## src/rtl/phase_sequencer.sv

```systemverilog
// phase_sequencer
//   Multi-cycle phase controller for the RV32 core. Steps through
//   FETCH(0) -> DECODE(1) -> EXEC(2) -> WB(3). It handshakes with the
//   instruction and data memories, gates IR/PC/register-file commits, and
//   halts on ECALL or on a memory wait timeout.
//
// Parameters
//   TIMEOUT_W    width of the memory-wait counter
//   TIMEOUT      wait cycles without ready before timeout_err (1..2^TIMEOUT_W-1)
//
// Ports
//   clk          system clock, rising edge
//   reset        asynchronous, active-high reset
//   run          permits a new instruction fetch
//   opcode       instr[6:0] from IR, valid from DECODE onward
//   imem_ready   instruction word valid this cycle
//   dmem_ready   data access complete this cycle
//   state        registered phase code (0=FETCH 1=DECODE 2=EXEC 3=WB)
//   imem_req     instruction fetch request
//   ir_we        IR load strobe
//   dmem_req     data memory request (load/store only)
//   pc_we        PC update strobe
//   reg_commit   register-file write gate
//   halted       sticky: sequencer stopped (cleared only by reset)
//   timeout_err  sticky: memory wait exceeded TIMEOUT (cleared only by reset)
//
// Optional feature (macro PHASE_SEQ_PERF_EN)
//   cycle_cnt    cycles with halted=0, wraps at 2^32
//   instret      WB cycles (retired instructions), wraps at 2^32

module phase_sequencer #(
    parameter int TIMEOUT_W = 4,
    parameter int TIMEOUT   = 15
) (
    input  logic        clk,
    input  logic        reset,
    input  logic        run,
    input  logic [6:0]  opcode,
    input  logic        imem_ready,
    input  logic        dmem_ready,
    output logic [1:0]  state,
    output logic        imem_req,
    output logic        ir_we,
    output logic        dmem_req,
    output logic        pc_we,
    output logic        reg_commit,
    output logic        halted,
    output logic        timeout_err
`ifdef PHASE_SEQ_PERF_EN
    ,
    output logic [31:0] cycle_cnt,
    output logic [31:0] instret
`endif
);

    localparam logic [6:0] OP_LOAD  = 7'b0000011;
    localparam logic [6:0] OP_STORE = 7'b0100011;
    localparam logic [6:0] OP_RTYPE = 7'b0110011;
    localparam logic [6:0] OP_IALU  = 7'b0010011;
    localparam logic [6:0] OP_ECALL = 7'b1110011;

    localparam logic [TIMEOUT_W-1:0] TIMEOUT_V = TIMEOUT_W'(TIMEOUT);

    typedef enum logic [1:0] {
        FETCH  = 2'd0,
        DECODE = 2'd1,
        EXEC   = 2'd2,
        WB     = 2'd3
    } phase_t;

    phase_t               cur, nxt;
    logic [TIMEOUT_W-1:0] wait_cnt, wait_nxt;
    logic                 halt_set, terr_set;
    logic                 is_mem, is_wr;
    logic                 req_fetch, req_data;
    logic                 we_ir, we_pc, commit;

    assign state  = cur;
    assign is_mem = (opcode == OP_LOAD) || (opcode == OP_STORE);
    assign is_wr  = (opcode == OP_RTYPE) || (opcode == OP_LOAD) || (opcode == OP_IALU);

    always_comb begin
        nxt       = cur;
        wait_nxt  = wait_cnt;
        halt_set  = 1'b0;
        terr_set  = 1'b0;
        req_fetch = 1'b0;
        req_data  = 1'b0;
        we_ir     = 1'b0;
        we_pc     = 1'b0;
        commit    = 1'b0;

        case (cur)
            FETCH: begin
                req_fetch = run & ~halted;
                if (req_fetch) begin
                    if (imem_ready) begin
                        we_ir = 1'b1;
                        nxt   = DECODE;
                    end else if (wait_cnt == TIMEOUT_V) begin
                        terr_set = 1'b1;
                        halt_set = 1'b1;
                    end else begin
                        wait_nxt = wait_cnt + 1'b1;
                    end
                end else begin
                    // idle fetch holds the wait counter at zero
                    wait_nxt = '0;
                end
            end
            DECODE: begin
                if (opcode == OP_ECALL) begin
                    halt_set = 1'b1;
                    nxt      = FETCH;
                end else begin
                    nxt = EXEC;
                end
            end
            EXEC: begin
                if (is_mem) begin
                    req_data = 1'b1;
                    if (dmem_ready) begin
                        nxt = WB;
                    end else if (wait_cnt == TIMEOUT_V) begin
                        // abort the access: back to FETCH without a WB phase
                        terr_set = 1'b1;
                        halt_set = 1'b1;
                        nxt      = FETCH;
                    end else begin
                        wait_nxt = wait_cnt + 1'b1;
                    end
                end else begin
                    nxt = WB;
                end
            end
            WB: begin
                we_pc  = 1'b1;
                commit = is_wr;
                nxt    = FETCH;
            end
            default: nxt = FETCH;
        endcase

        if ((nxt != cur) || halt_set) begin
            wait_nxt = '0;
        end
    end

    // Strobes are forced low while reset is held so that every output reads
    // zero during reset, not just the registered ones.
    assign imem_req   = req_fetch & ~reset;
    assign ir_we      = we_ir     & ~reset;
    assign dmem_req   = req_data  & ~reset;
    assign pc_we      = we_pc     & ~reset;
    assign reg_commit = commit    & ~reset;

    always_ff @(posedge clk or posedge reset) begin
        if (reset) begin
            cur         <= FETCH;
            wait_cnt    <= '0;
            halted      <= 1'b0;
            timeout_err <= 1'b0;
        end else begin
            cur      <= nxt;
            wait_cnt <= wait_nxt;
            if (halt_set) begin
                halted <= 1'b1;
            end
            if (terr_set) begin
                timeout_err <= 1'b1;
            end
        end
    end

`ifdef PHASE_SEQ_PERF_EN
    always_ff @(posedge clk or posedge reset) begin
        if (reset) begin
            cycle_cnt <= '0;
            instret   <= '0;
        end else begin
            if (!halted) begin
                cycle_cnt <= cycle_cnt + 32'd1;
            end
            if (cur == WB) begin
                instret <= instret + 32'd1;
            end
        end
    end
`endif

endmodule
```

## config.mk

```make
export PLATFORM = sky130hd
export DESIGN_NAME = phase_sequencer
export DESIGN_NICKNAME = d
export VERILOG_FILES = /design/src/rtl/phase_sequencer.sv
export SDC_FILE = /design/constraint.sdc
export NUM_CORES = 1
export LEC_CHECK = 0
export ABC_AREA = 1
export CAP_MARGIN = 15
export CORE_MARGIN = 2
export CORE_UTILIZATION = 43
export DETAILED_ROUTE_END_ITERATION = 10
export PLACE_DENSITY = 0.86
export SETUP_SLACK_MARGIN = 0.05
export SYNTH_ARGS = -nofsm -noshare
export SYNTH_HDL_FRONTEND = slang
export SYNTH_SLANG_ARGS = --single-unit
```

## constraint.sdc

```tcl
create_clock -name clk -period 1.6 [get_ports clk]
set_input_delay 0.16 -clock clk [delete_from_list [all_inputs] [get_ports clk]]
set_output_delay 0.16 -clock clk [all_outputs]
set_load 0.1 [all_outputs]
```

Yosys cells after proc, flatten, opt, wreduce, memory -nomap -nowiden

Cells that the tools add are included.
Widths: inputs -> output; s select.

$add $sub $neg: 1
Eq/ne operators: 13
Muxes and demuxes: 30
Bitwise operators: 8
Reductions and logical operators: 7

Operators by type and width:

| cell                | count |
|---|---|
| $mux 4              | 6 |
| $eq 7x6->1 const B  | 2 |
| $mux 1              | 14 |
| $mux 2              | 6 |
| $pmux 2 s4          | 1 |
| $pmux 4 s2          | 1 |
| $eq 7x2->1 const B  | 1 |
| $eq 7x5->1 const B  | 1 |
| $eq 7x7->1 const B  | 1 |
| $and 1x1->1         | 6 |
| $ne 3x3->1 const B  | 2 |
| $add 4x1->4 const B | 1 |
| $eq 2x2->1 const B  | 2 |
| $eq 4x4->1 const B  | 1 |
| $logic_or 1x1->1    | 4 |
| $ne 4x4->1 const B  | 1 |
| $reduce_and 4->1    | 1 |
| $pmux 1 s3          | 1 |
| $reduce_bool 3->1   | 1 |
| $eq 2x1->1 const B  | 1 |
| $logic_not 2->1     | 1 |
| $ne 2x2->1          | 1 |
| $not 1->1           | 2 |
| $pmux 1 s2          | 1 |

Register bits: 8
Input port bits: 12
Output and inout port bits: 9
Word-level logic and storage cells: 63

Logic depth before layout (Yosys ltp)

Depth in word-level cells: 9
Depth in mapped cells: 8
Gate-level depth less buffers: 8

Least setup slack after synthesis

No wires, ideal clock.

Kind: register -> output
Start: register cur[1] (netlist: state[1])
End: output port ir_we
Data arrival time: 3.322 ns
Required time: 1.440 ns
Path slack: -1.882 ns
Cell stages (with the launch flop): 6
Path buffers: 0
Path through: dfrtp_1 > inv_2 > nand2_1 > nor2_1 > inv_1 > nor3_1

Longest elaborated chain between the ends: 3

RTL lines:

| what                   | line | text |
|---|---|---|
| from (decl)            | 71   | `phase_t cur, nxt;` |
| from (signal assigned) | 164  | `cur <= nxt;` |
| $logic_not 2->1        | 93   | `case (cur)` |
| $mux 1                 | 93   |  |
| $and 1x1->1            | 152  | `assign ir_we = we_ir & ~reset;` |
| to (decl)              | 43   | `output logic ir_we,` |

Every way passes these cells.

Worst setup path in the final report

Start: register halted
End: output port ir_we

Longest elaborated chain between the ends: 5

RTL lines:

| what                   | line | text |
|---|---|---|
| from (decl)            | 47   | `output logic halted,` |
| from (signal assigned) | 161  | `halted <= 1'b0;` |
| from (signal assigned) | 167  | `halted <= 1'b1;` |
| $not 1->1              | 95   | `req_fetch = run & ~halted;` |
| $and 1x1->1            | 95   |  |
| $mux 1                 | 96   | `if (req_fetch) begin` |
| $mux 1                 | 93   |  |
| $and 1x1->1            | 152  |  |

Every way passes these cells.

==> results.md <==
- Result of the run: finished, violations left
- Failing checks: setup timing
- Max Cap Violations: 0
- Minimum setup slack among reg-to-reg paths: 0.06 ns
- Pin count of the biggest net entering global routing: 9
- Number of global-route vias before repair: 700
- Fraction of power spent switching nets: 49.1%
- Startpoint-to-endpoint class of the critical path: register to output port
- All-layer global routing usage: between 20% and 30%
- Post-route clock skew: slightly below 0.005 ns
- Final worst slack: -0.0521 ns
- Area of all placed cells without fillers: 0.00115 mm^2
- Worst min path class: input port to asynchronous set/reset pin
- Least-Margin Pin Slew: approximately 0.31 ns
- RSZ-0062 raised after global routing: true
- Final count of negative-setup-slack endpoints: 1
- Seq/Total Area, Yosys: 32.9%
- Cell at the slowest stage of the critical path: dfrtp_4
- Max incr delay on CP: 0.48 ns
- Area share of the largest cell type after synthesis: 32.9%
- Total clock sinks: 8
- Worst Setup Slack post-DPL: -0.0444 ns
- CTS tree: done
- Capturing element type of the critical path: output port
- Layout cells sized above 1: 50.8%
- Final Wtd Congestion: 0.840
- Final total negative setup slack: -0.0521 ns
- Highest clock frequency the design can meet: just over 0.6 GHz
- Overall via count from detail_route: 675
- Quantity of hold-fixing buffers added after cts: 0
- Post-synth net total: 92
- CTS HTree Levels: 1
- Total DRC errors in the routed layout: 0
- Worst r2r src: halted$_DFFE_PP0P_
- Synth top area cells: dfrtp_1 33%, nand3_2 8.2%, nor3_2 8.2%
- Post-DRT Antenna Nets: 0
- HPWL Detailed: 1.29 mm
- Worst Path Required: 1.44 ns
- 1st-iter DRT viols: 9
- Final Slew Violations: 0
- Core Area: 0.00132 mm^2
- Reported leakage power: 0.530 nW
- Floorplan die width: approximately 42 um
- Post-synthesis average cell area: 7.71 um^2
- Largest driver fanout on the critical path: 3
- Post-synth top area cell: dfrtp_1
- Number of buffers between clock root and the deepest sink: 2
- Seq pwr share: between 20% and 30%
- CTS clk-pin slew, worst paths: 0.06 ns
- Post-route fraction of the period consumed by the critical path: 103%
- Worst reg2reg path depth: 10
- Relative slew slack: between 70% and 80%
- Count of state elements after synthesis: 8
- DIE AREA: 0.00173 mm^2
- Netlist area before placement: 609 um^2
- Layout overhead on the synthesized area: 88.7%
- Distinct cells, synth: 22
- Family with the most delay on the worst path: flip-flops
- Total buffers and inverters traversed by the critical path: 2
- WL/cell: 13.9 um
- Routed WL: ~1.9 mm
- Site Rows: 13
- Number of nets in the finished design: 132
- Number of port buffers: 20
- Global route total overflow: 0
- Max VDD drop: 975 uV
- Critical path launch point type: register
- Post-layout min period: 1.65 ns
- Chip Height: 41.6 um
- Clk_lat worst skew: about 0.27 ns
- Most used cell along the critical path: nor2_4
- Global-route wire length before repair: 3.15 mm
- Count of fill cells added during filler insertion: 66
- Hold_ws: between 0.4 and 0.5 ns
- Reg2Reg Capture Point: wait_cnt[3]$_DFFE_PP0P_
- Switching power total: 0.727 mW
- Final hold viol count: 0
- Pwr Density: 1290 mW/mm^2
- Post-DP Area: a little under 0.001 mm^2
- Part of the power in the clock network: 11.8%
- Cell-by-cell trace of the critical path: nor2_4 > nand2_2 > nor2_4 > inv_4 > nor3_4 > buf_12
- Initial antenna violation count: 1
- Warnings from Yosys: 0
- TritonRoute pass-1 iters: 4
- Ratio of routed vias to standard cells: 5.04
- Top-level I/O count: 21
- Arrival time at the worst endpoint: 1.49 ns
- Number of buffers created by CTS: 3
- Core Util, Final: between 80% and 90%
- Power share of the combinational group: 67.0%
- Synth Instances: 79
- Starting Density: 46.2%
- Cell Int Power: roughly 0.75 mW
- Cell chosen for the clock root: clkbuf_4
[cell type report]
cell class | count | area, um^2 | share of cell area [%]
multi-input cells | 56 | 414 | 36.0
repair buffers | 35 | 413 | 35.9
flip-flops and latches | 8 | 211 | 18.4
inverters | 15 | 63.8 | 5.55
clock buffers | 4 | 26.3 | 2.29
well taps | 15 | 18.8 | 1.63
diodes | 1 | 2.50 | 0.218
[power by group through the flow]
| stage | Clock, mW | Sequential, mW | Combinational (mW) |
|---|---|---|---|
| after floorplan | 0 | 0.517 | 0.316 |
| after detailed placement | 0 | 0.335 | 0.765 |
| after global placement | 0 | 0.335 | 0.753 |
| after global routing | 0.189 | 0.319 | 1.03 |
| final | 0.175 | 0.313 | 0.992 |
| after CTS | 0.178 | 0.308 | 0.929 |
[worst max-delay path by stage]
stage	start	endpoint	slack, ns	depth (start not counted)
after detailed placement	run	ir_we	-0.04	8
after global routing	halted$_DFFE_PP0P_	ir_we	-0.11	6
after global placement	run	ir_we	-0.005	8
after floorplan	state[0]$_DFF_PP0_	reg_commit	-0.63	3
final	halted$_DFFE_PP0P_	ir_we	-0.05	6
after CTS	halted$_DFFE_PP0P_	ir_we	-0.08	6
[Yosys cell counts]
library cell	count
a21oi_1	2
and3_1	1
dfrtp_1	8
ha_1	1
inv_1	12
inv_2	3
nand2_1	12
nand2_2	2
nand2_4	1
nand3_1	2
nand3_2	5
nand3_4	1
nand3b_1	1
nand4_1	1
nor2_1	10
nor2_2	4
nor2_4	1
nor3_1	1
nor3_2	5
o21ai_0	4
or2_1	1
xnor2_1	1
[worst register-to-register path, stage by stage (launching register included)]
cell and delay (ns):
dfrtp_4 0.48, nor2_4 0.13, nand2_2 0.08, nor2_4 0.12
buf_4 0.13, buf_6 0.08, buf_4 0.10, nand2_2 0.04
nand2_2 0.07, nand2_4 0.08, nor3_4 0.15
[metrics by stage]
| stage | power (mW) | std cells |
|---|---|---|
| after CTS | 1.41 | 131 |
| after detailed placement | 1.10 | 116 |
| final | 1.48 | 134 |
| after floorplan | 0.833 | 79 |
| after global routing | 1.54 | 134 |
| after global placement | 1.09 | 116 |
[sequential cells by signal, summed over array words and instances, names as in the netlist]
signal       cells
timeout_err      1
wait_cnt         4
halted           1
state            2
[what timing repair did]
action,4_1_cts,5_1_grt
pin swaps,8,14
setup endpoints to repair,4,9
gates resized for setup,5,4
buffers inserted,11,5
[layout by cell type, fill, tap and decap left out, types with 2 or more instances in the layout]
cell	count
inv_4	3
o21ai_0	4
dfrtp_4	3
nor2_4	5
nor3_2	3
nand2_1	10
buf_4	13
nor3_4	3
nand3_2	5
dfrtp_1	5
inv_1	11
buf_12	9
nand2_2	4
nor2_1	7
nand3_1	2
a21oi_1	2
clkdlybuf4s50_1	10
nor2_2	3
clkbuf_4	3
buf_6	2
[routing by layer]
layer,wire (um),vias to the layer above,track usage (%),part of all wire (%)
li1,-,332,-,-
met1,738,314,27.9,40
met2,943,21,41.9,51
met3,91,8,7.83,4.9
met4,86,0,11.0,4.6
met5,0,-,0,0
[kinds of logic after synthesis]
| logic type | Yosys count | share of synthesized area (%) |
|---|---|---|
| flip-flops | 8 | 32.9 |
| adder cells (fa/ha/maj) | 1 | 2.05 |
| buffers and inverters | 15 | 9.24 |
| AND/OR/NAND/NOR | 48 | 49.5 |
| AO/OA/AOI/OAI | 6 | 4.93 |
| XOR/XNOR | 1 | 1.44 |
Note: power is estimated with default switching activity, not from simulation.
